===== src/rtl/softmax_pkg.sv =====
// Shared definitions for the softmax/argmax datapath: score type, default
// widths, the argmax FSM state encoding and an index-width helper.
package softmax_pkg;

  localparam int unsigned DEF_WIDTH = 16;
  localparam int unsigned DEF_NFRAC = 10;

  typedef logic signed [DEF_WIDTH-1:0] score_t;

  typedef enum logic [1:0] {
    IDLE = 2'd0,
    SCAN = 2'd1,
    DONE = 2'd2
  } argmax_state_e;

  // Index width for n entries, never below one bit.
  function automatic int unsigned idx_width(input int unsigned n);
    return (n > 1) ? $clog2(n) : 1;
  endfunction

endpackage


===== src/rtl/argmax_cmp.sv =====
// Combinational compare-and-select: keeps (best, idx) unless the candidate is
// strictly greater, so ties stay with the earlier (lower) index.
module argmax_cmp
  import softmax_pkg::*;
#(
  parameter int unsigned WIDTH = DEF_WIDTH,
  parameter int unsigned IDX_W = 4
) (
  input  logic signed [WIDTH-1:0] i_best,
  input  logic        [IDX_W-1:0] i_best_idx,
  input  logic signed [WIDTH-1:0] i_cand,
  input  logic        [IDX_W-1:0] i_cand_idx,
  output logic signed [WIDTH-1:0] o_best,
  output logic        [IDX_W-1:0] o_best_idx
);

  logic w_take;

  // Strict signed greater-than selects the candidate.
  always_comb begin
    w_take     = (i_cand > i_best);
    o_best     = w_take ? i_cand : i_best;
    o_best_idx = w_take ? i_cand_idx : i_best_idx;
  end

endmodule


===== src/rtl/argmax_classifier.sv =====
// Sequential argmax over an N-entry score vector: one comparison per cycle,
// result held until the consumer takes it.
// Optional feature: define ARGMAX_THRESH_EN to add the registered lowConf
// output (winning score below THRESH).
module argmax_classifier
  import softmax_pkg::*;
#(
  parameter int unsigned              N      = 10,
  parameter int unsigned              WIDTH  = DEF_WIDTH,
  parameter int unsigned              NFRAC  = DEF_NFRAC,
  parameter logic signed [WIDTH-1:0]  THRESH = 16'sd512
) (
  input  logic                          clk,
  input  logic                          reset,
  input  logic signed [WIDTH-1:0]       dataIn [N],
  input  logic                          in_valid,
  output logic                          in_ready,
  output logic                          out_valid,
  input  logic                          out_ready,
  output logic [idx_width(N)-1:0]       classIdx,
  output logic signed [WIDTH-1:0]       classProb
`ifdef ARGMAX_THRESH_EN
  ,
  output logic                          lowConf
`endif
);

  localparam int unsigned        IDX_W    = idx_width(N);
  localparam logic [IDX_W-1:0]   LAST_PTR = IDX_W'(N - 1);

  argmax_state_e             r_state, w_state_d;
  logic signed [WIDTH-1:0]   r_vec [N];
  logic signed [WIDTH-1:0]   r_best, w_best_d, w_cmp_best;
  logic        [IDX_W-1:0]   r_idx, w_idx_d, w_cmp_idx;
  logic        [IDX_W-1:0]   r_ptr, w_ptr_d;
  logic                      w_load;

  argmax_cmp #(
    .WIDTH (WIDTH),
    .IDX_W (IDX_W)
  ) u_cmp (
    .i_best     (r_best),
    .i_best_idx (r_idx),
    .i_cand     (r_vec[r_ptr]),
    .i_cand_idx (r_ptr),
    .o_best     (w_cmp_best),
    .o_best_idx (w_cmp_idx)
  );

  // Next-state and datapath control.
  always_comb begin
    w_state_d = r_state;
    w_best_d  = r_best;
    w_idx_d   = r_idx;
    w_ptr_d   = r_ptr;
    w_load    = 1'b0;
    case (r_state)
      IDLE: begin
        if (in_valid) begin
          w_load    = 1'b1;
          w_best_d  = dataIn[0];
          w_idx_d   = '0;
          w_ptr_d   = IDX_W'(1);
          w_state_d = (N > 1) ? SCAN : DONE;
        end
      end
      SCAN: begin
        w_best_d = w_cmp_best;
        w_idx_d  = w_cmp_idx;
        w_ptr_d  = r_ptr + IDX_W'(1);
        if (r_ptr == LAST_PTR) begin
          w_state_d = DONE;
        end
      end
      DONE: begin
        if (out_ready) begin
          w_state_d = IDLE;
        end
      end
      default: w_state_d = IDLE;
    endcase
  end

  // FSM state and running best/index/pointer.
  always_ff @(posedge clk or negedge reset) begin
    if (!reset) begin
      r_state <= IDLE;
      r_best  <= '0;
      r_idx   <= '0;
      r_ptr   <= '0;
    end else begin
      r_state <= w_state_d;
      r_best  <= w_best_d;
      r_idx   <= w_idx_d;
      r_ptr   <= w_ptr_d;
    end
  end

  // Vector snapshot taken at acceptance; later dataIn changes are ignored.
  always_ff @(posedge clk or negedge reset) begin
    if (!reset) begin
      for (int i = 0; i < int'(N); i++) begin
        r_vec[i] <= '0;
      end
    end else if (w_load) begin
      r_vec <= dataIn;
    end
  end

  assign in_ready  = (r_state == IDLE);
  assign out_valid = (r_state == DONE);
  assign classIdx  = r_idx;
  assign classProb = r_best;

`ifdef ARGMAX_THRESH_EN
  logic r_low_conf;
  logic w_best_upd;

  assign w_best_upd = w_load || (r_state == SCAN);

  // Flag follows the running best so it is final on the same edge as classProb.
  always_ff @(posedge clk or negedge reset) begin
    if (!reset) begin
      r_low_conf <= 1'b0;
    end else if (w_best_upd) begin
      r_low_conf <= (w_best_d < THRESH);
    end
  end

  assign lowConf = r_low_conf;
`endif

endmodule


===== config.mk =====
export PLATFORM = sky130hd
export DESIGN_NAME = argmax_classifier
export DESIGN_NICKNAME = d
export VERILOG_FILES = /design/src/rtl/softmax_pkg.sv /design/src/rtl/argmax_cmp.sv /design/src/rtl/argmax_classifier.sv
export SDC_FILE = /design/constraint.sdc
export NUM_CORES = 1
export LEC_CHECK = 0
export CORE_UTILIZATION = 45
export DETAILED_ROUTE_END_ITERATION = 10
export PLACE_DENSITY = 0.71
export SETUP_SLACK_MARGIN = 0.4
export SLEW_MARGIN = 15
export SYNTH_ARGS = -nofsm -noshare
export SYNTH_HDL_FRONTEND = slang
export SYNTH_HIERARCHICAL = 1
export SYNTH_SLANG_ARGS = --single-unit
export TNS_END_PERCENT = 50

===== constraint.sdc =====
create_clock -name clk -period 4.45 [get_ports clk]
set_input_delay 0.89 -clock clk [delete_from_list [all_inputs] [get_ports clk]]
set_output_delay 0.89 -clock clk [all_outputs]
set_load 0.01 [all_outputs]

==> impl_metrics.toml, run 1 <==
[run_status]
status = "complete, no violations"

[critical_path]
arrival_ns = 4.20
r2r-start = "r_ptr[1]"
cp-end-kind = "flip-flop"
crit_end = "classProb[2]"
startpoint_type = "flip-flop"
cp_max_fo = 14
worst-setup-path-type = "flip-flop to flip-flop"
reg2reg_depth = 12
crit_start = "r_ptr[1]"
worstPathRequired_ns = 4.77
r2r_end = "classProb[2]"
ff2ff_setup_slack_ns = 0.57

[synthesis]
synth_fp_nets = 1206
async_flop_share = 1.00
yosysWarnings = 6
syn_inst = 1024
synth.cell_area_um2 = 9320
avgSynthCellArea_um2 = 9.10
synthFlopType = "dfrtp_1"
yosys_register_bits = 186
synth_cell_types = 38
seq_area_frac_synth = 0.500
synth_edf_count = 0

[place]
dp_hpwl_um = 17900
dp_worst_setup_slack_ns = 0.522
gp_congestion = 0.891
io_buffers = 185

[timing]
final.min_clock_period_ns = 3.88
finalClockSkew_ns = 0.00945
setup_viol = 0
fmax_mhz = 258
holdWs_ns = 0.473
fin_setup_tns_ns = 0
rsz0062_at_grt = "no"
relSlewSlack = 0.389
worst_pin_slew_ns = 0.917
drv_slew = 0
hold_violations = 0
fin_ws_ns = 0.569
fin_crit_sh = 0.872

[global_routing]
antenna_found_initial = 0
grt_pass1_wl_um = 40200
grt_pass1_vias = 7484
grt_max_degree = 101
track_usage = 0.246
overflow = 0

[layout]
drive_gt1_frac = 0.120
antenna_cells = 0
nets = 1367
nFillCells = 1723
syn2layout_area_growth_pct = 27.7

[routing]
drt-total-wl_um = 25500
vias = 7556
vias_per_cell = 5.15
wl_per_cell_um = 17.4
drt-initial-drc-count = 537
ant_nets = 0
firstDrtPassIters = 7
drcViolationCount = 0

[power]
cellLeakagePower_nw = 5.89
power_density_nw_per_um2 = 791
ir_drop_mv = 0.418
power_mw = 9.41

[job]
max-cap-violations = 0

[floorplanning]
start_util = 0.460
rows = 52
die_x_um = 146
pin_count = 186
die-area_um2 = 21300
coreArea_um2 = 20200
die_y_um = 146

[clock_tree]
path_clk_slew_ns = 0.07
cts_tree = "yes"
cts_hold_buffers = 0
cts_buffer_depth = 2
cts_sinks = 186
htreeDepth = 4
cts_made_buffers = 17
cts-root-buf = "clkbuf_16"
clk-insertion-delay-late_ns = 0.43

[hold_path]
hp-class = "flip-flop to flip-flop"
==> cells in the final DEF, fill, tap and decap left out, types with 10 or more instances in the layout <==
master and n:
o31ai_1 16, nand3_1 10, dfrtp_1 185, buf_4 13, mux2_2 49, clkdlybuf4s50_1 184, o22ai_1 16, mux4_2 16
inv_1 20, nor2_1 19, nand2_1 546, mux2_4 21, ha_1 18, a22oi_1 11, clkbuf_16 17
==> logic make-up (layout without fill, tap and decap cells) <==
| family | Yosys count | in the layout | synth area share |
|---|---|---|---|
| buffers and inverters | 82 | 254 | 0.0541 |
| AND/OR/NAND/NOR | 592 | 592 | 0.246 |
| XOR/XNOR | 1 | 1 | 0.000940 |
| multiplexers | 86 | 87 | 0.132 |
| flip-flops | 186 | 186 | 0.500 |
| adder cells (fa/ha/maj) | 18 | 18 | 0.0242 |
| AO/OA/AOI/OAI | 59 | 59 | 0.0438 |
==> final cells by class <==
type,instances,area (µm²),area share
sequential,186,4660,0.392
multi-input combinational,757,4190,0.352
timing repair buffer,203,2040,0.172
clock buffer,17,425,0.0358
tap,270,338,0.0284
clock inverter,14,169,0.0142
inverter,20,75.1,0.00631
==> routing by layer <==
layer | up-vias | wire length [µm] | global-route usage
met5 | - | 0 | 0
met4 | 0 | 493 | 0.0832
met3 | 29 | 1700 | 0.0520
met2 | 274 | 11700 | 0.377
met1 | 3625 | 11600 | 0.348
li1 | 3628 | - | -
==> critical path: stages (launching register included) <==
cell	delay (ns)
dfrtp_1	0.45
nand2b_1	0.54
o22ai_1	0.27
o31ai_1	0.33
ha_1	0.31
nand4_1	0.16
or2_1	0.15
o221ai_1	0.12
a211oi_2	0.32
mux2_2	0.54
mux2_4	0.34
a22oi_1	0.15
nand2_1	0.07
==> where the power goes <==
| group | switching (mW) | internal, mW | leakage [nW] |
|---|---|---|---|
| clock | 0.673 | 0.884 | 0.290 |
| combinational | 2.41 | 2.37 | 3.28 |
| sequential | 0.570 | 2.50 | 2.32 |
| total | 3.65 | 5.76 | 5.89 |
==> sequential cells by signal (all words and copies together) (netlist names) <==
signal,count
r_vec,160
r_ptr,4
classProb,16
classIdx,4
r_state,2
==> Yosys cell counts, types with 6 or more instances <==
cell type | number | share of area
dfrtp_1 | 186 | 0.50
ha_1 | 18 | 0.024
mux4_2 | 16 | 0.039
mux2_4 | 21 | 0.034
buf_2 | 28 | 0.015
nand2_1 | 546 | 0.22
buf_6 | 20 | 0.024
inv_1 | 20 | 0.0081
clkbuf_1 | 11 | 0.0044
a21oi_1 | 6 | 0.0032
o22ai_1 | 16 | 0.011
mux2_2 | 48 | 0.058
nand3_1 | 10 | 0.0054
a22oi_1 | 11 | 0.0089
nor2_1 | 19 | 0.0077
o31ai_1 | 16 | 0.013
==> per-stage QoR <==
step / cells / cell area [µm²] / util
6_report: 1467 / 11900 / 0.588
5_1_grt: 1467 / 11900 / 0.588
4_1_cts: 1465 / 11900 / 0.586
3_5_place_dp: 1434 / 11300 / 0.557
3_3_place_gp: 1434 / 11300 / 0.557
2_1_floorplan: 1024 / 9320 / -
==> worst min path at each step <==
stage / start / to / slack (ns) / depth (start not counted)
3_3_place_gp: r_vec[11] / r_vec[11] / 0.45 / 2
6_report: r_vec[124] / r_vec[124] / 0.47 / 2
4_1_cts: r_vec[124] / r_vec[124] / 0.48 / 2
2_1_floorplan: r_vec[32] / r_vec[32] / 0.44 / 2
5_1_grt: r_vec[52] / r_vec[52] / 0.49 / 2
3_5_place_dp: r_vec[11] / r_vec[11] / 0.46 / 2
==> timing repair <==
action,4_1_cts,5_1_grt
gates resized for setup,0,2
setup buffers,0,1
endpoints found under the setup margin,0,14
Power figures use the tool's default switching activity.
==> run 2, diff against run 1 <==
RECOVER_POWER = 50   (was not set)
SLEW_MARGIN = not set   (was 15)
==> run 2 against run 1 <==
The flow now finishes with violations (max-capacitance violations, max-slew violations); combinational power about the same; first-iteration DRC count down 3.2%; clock-buffer cell count unchanged; worst setup slack got worse by 0.014 ns; clock skew grew 0.0017 ns; non-clock buffer count did not move; core utilization decreased by 0.23 points; critical path type unchanged; critical endpoint unchanged.
==> impl_metrics.toml, run 2 (synthesis gave the netlist of run 1 again) <==
[global_routing]
grt_max_degree = 101
grt_pass1_wl_um = 40200
track_usage = 0.246
antenna_found_initial = 0
grt_pass1_vias = 7484
overflow = 0

[clock_tree]
cts_made_buffers = 17
cts_hold_buffers = 0
cts_tree = "yes"
htreeDepth = 4
cts-root-buf = "clkbuf_16"
cts_buffer_depth = 2
path_clk_slew_ns = 0.07
clk-insertion-delay-late_ns = 0.44
cts_sinks = 186

[timing]
setup_viol = 0
final.min_clock_period_ns = 3.89
rsz0062_at_grt = "no"
relSlewSlack = -0.245
fin_ws_ns = 0.555
fmax_mhz = 257
fin_setup_tns_ns = 0
worst_pin_slew_ns = 1.87
drv_slew = 234
fin_crit_sh = 0.875
hold_violations = 0
finalClockSkew_ns = 0.0112

[hold_path]
hp-class = "flip-flop to flip-flop"
hold_depth = 2

[place]
dp_worst_setup_slack_ns = 0.522
dp_hpwl_um = 17900
io_buffers = 185
gp_congestion = 0.891

[critical_path]
arrival_ns = 4.21
reg2reg_depth = 12
cp.depth = 12
cp_max_fo = 14
path_buf_inv = 0
worst-setup-path-type = "flip-flop to flip-flop"
slowest_delay_ns = 0.54
crit_chain = "nand2b_1 > o22ai_1 > o31ai_1 > ha_1 > nand4_1 > or2_1 > o221ai_1 > a211oi_2 > mux2_2 > mux2_4 > a22oi_1 > nand2_1"
cp-end-kind = "flip-flop"
startpoint_type = "flip-flop"
ff2ff_setup_slack_ns = 0.56
worstPathRequired_ns = 4.76
path_delay_family = "compound AO/OA/AOI/OAI gates"
cp_slowest_cell = "mux2_2"

[layout]
mostFrequentLayoutCell = "nand2_1"
regMostFlops = "r_vec"
syn2layout_area_growth_pct = 27.2
nets = 1367
antenna_cells = 0
drive_gt1_frac = 0.119
nFillCells = 1733
largest_reg_flops = 160
final_cell_mix = "nand2_1 (546), dfrtp_1 (185), clkdlybuf4s50_1 (183), mux2_2 (49), mux2_4 (21)"
finish.utilization = 0.586

[power]
power_density_nw_per_um2 = 793
cellLeakagePower_nw = 5.87
ir_drop_mv = 0.414

[floorplanning]
die_y_um = 146
die-area_um2 = 21300
rows = 52
start_util = 0.460
coreArea_um2 = 20200
die_x_um = 146
pin_count = 186

[routing]
vias_per_cell = 5.13
drt-initial-drc-count = 520
vias = 7528
drcViolationCount = 0
wl_per_cell_um = 17.4
drt-total-wl_um = 25500
ant_nets = 0
firstDrtPassIters = 5

[run_status]
violations = "max-capacitance violations, max-slew violations"
status = "complete, but fails checks"

[job]
max-cap-violations = 3
[run 2: worst min-delay path: cells and delay by family, from the launching register on]
kind             cells  cell delay, ns
DFF                  1            0.34
and+or+nand+nor      2            0.10
[run 2: metal layers]
layer | routed length, µm | track usage | vias up
met5 | 0 | 0 | -
met4 | 493 | 0.0832 | 0
met3 | 1660 | 0.0520 | 28
met2 | 11800 | 0.377 | 262
met1 | 11500 | 0.348 | 3613
li1 | - | - | 3625
[run 2: area by class of cell]
type,instances,area [µm²],area share
flip-flops and latches,186,4660,0.393
multi-input cells,757,4190,0.353
repair buffers,203,2000,0.169
clock buffers,17,425,0.0359
well taps,270,338,0.0285
clock inverters,14,169,0.0143
inverters,20,75.1,0.00634
[run 2: power breakdown]
part           internal [mW]  switching [mW]  total [mW]  leakage (nW)
Combinational           2.36            2.40        4.77          3.27
Sequential              2.50           0.570        3.07          2.32
Clock                  0.884           0.673        1.56         0.290
Total                   5.75            3.65        9.39          5.87
[run 2: final timing paths]
check / start / end
max in group asynchronous: reset / r_vec[155]
worst max-delay path: r_ptr[1] / classProb[2]
worst max register to register: r_ptr[1] / classProb[2]
min in group asynchronous: reset / r_vec[56]
worst min-delay path: r_vec[150] / r_vec[150]
worst min register to register: r_vec[150] / r_vec[150]
[run 2: per-stage QoR]
stage	power (mW)	std cells	cell area (µm²)	hold slack, ns
finish	9.39	1467	11800	0.474
global route	10.0	1467	11800	0.495
CTS	9.32	1465	11900	0.478
detailed placement	7.71	1434	11300	0.457
global placement	7.59	1434	11300	0.451
floorplan	6.53	1024	9320	0.439
[run 2: what timing repair did]
item | 4_1_cts | 5_1_grt
endpoints found under the setup margin | 0 | 14
endpoints found under the hold margin | 0 | 0
setup buffers | 0 | 1
resized for setup | 0 | 2
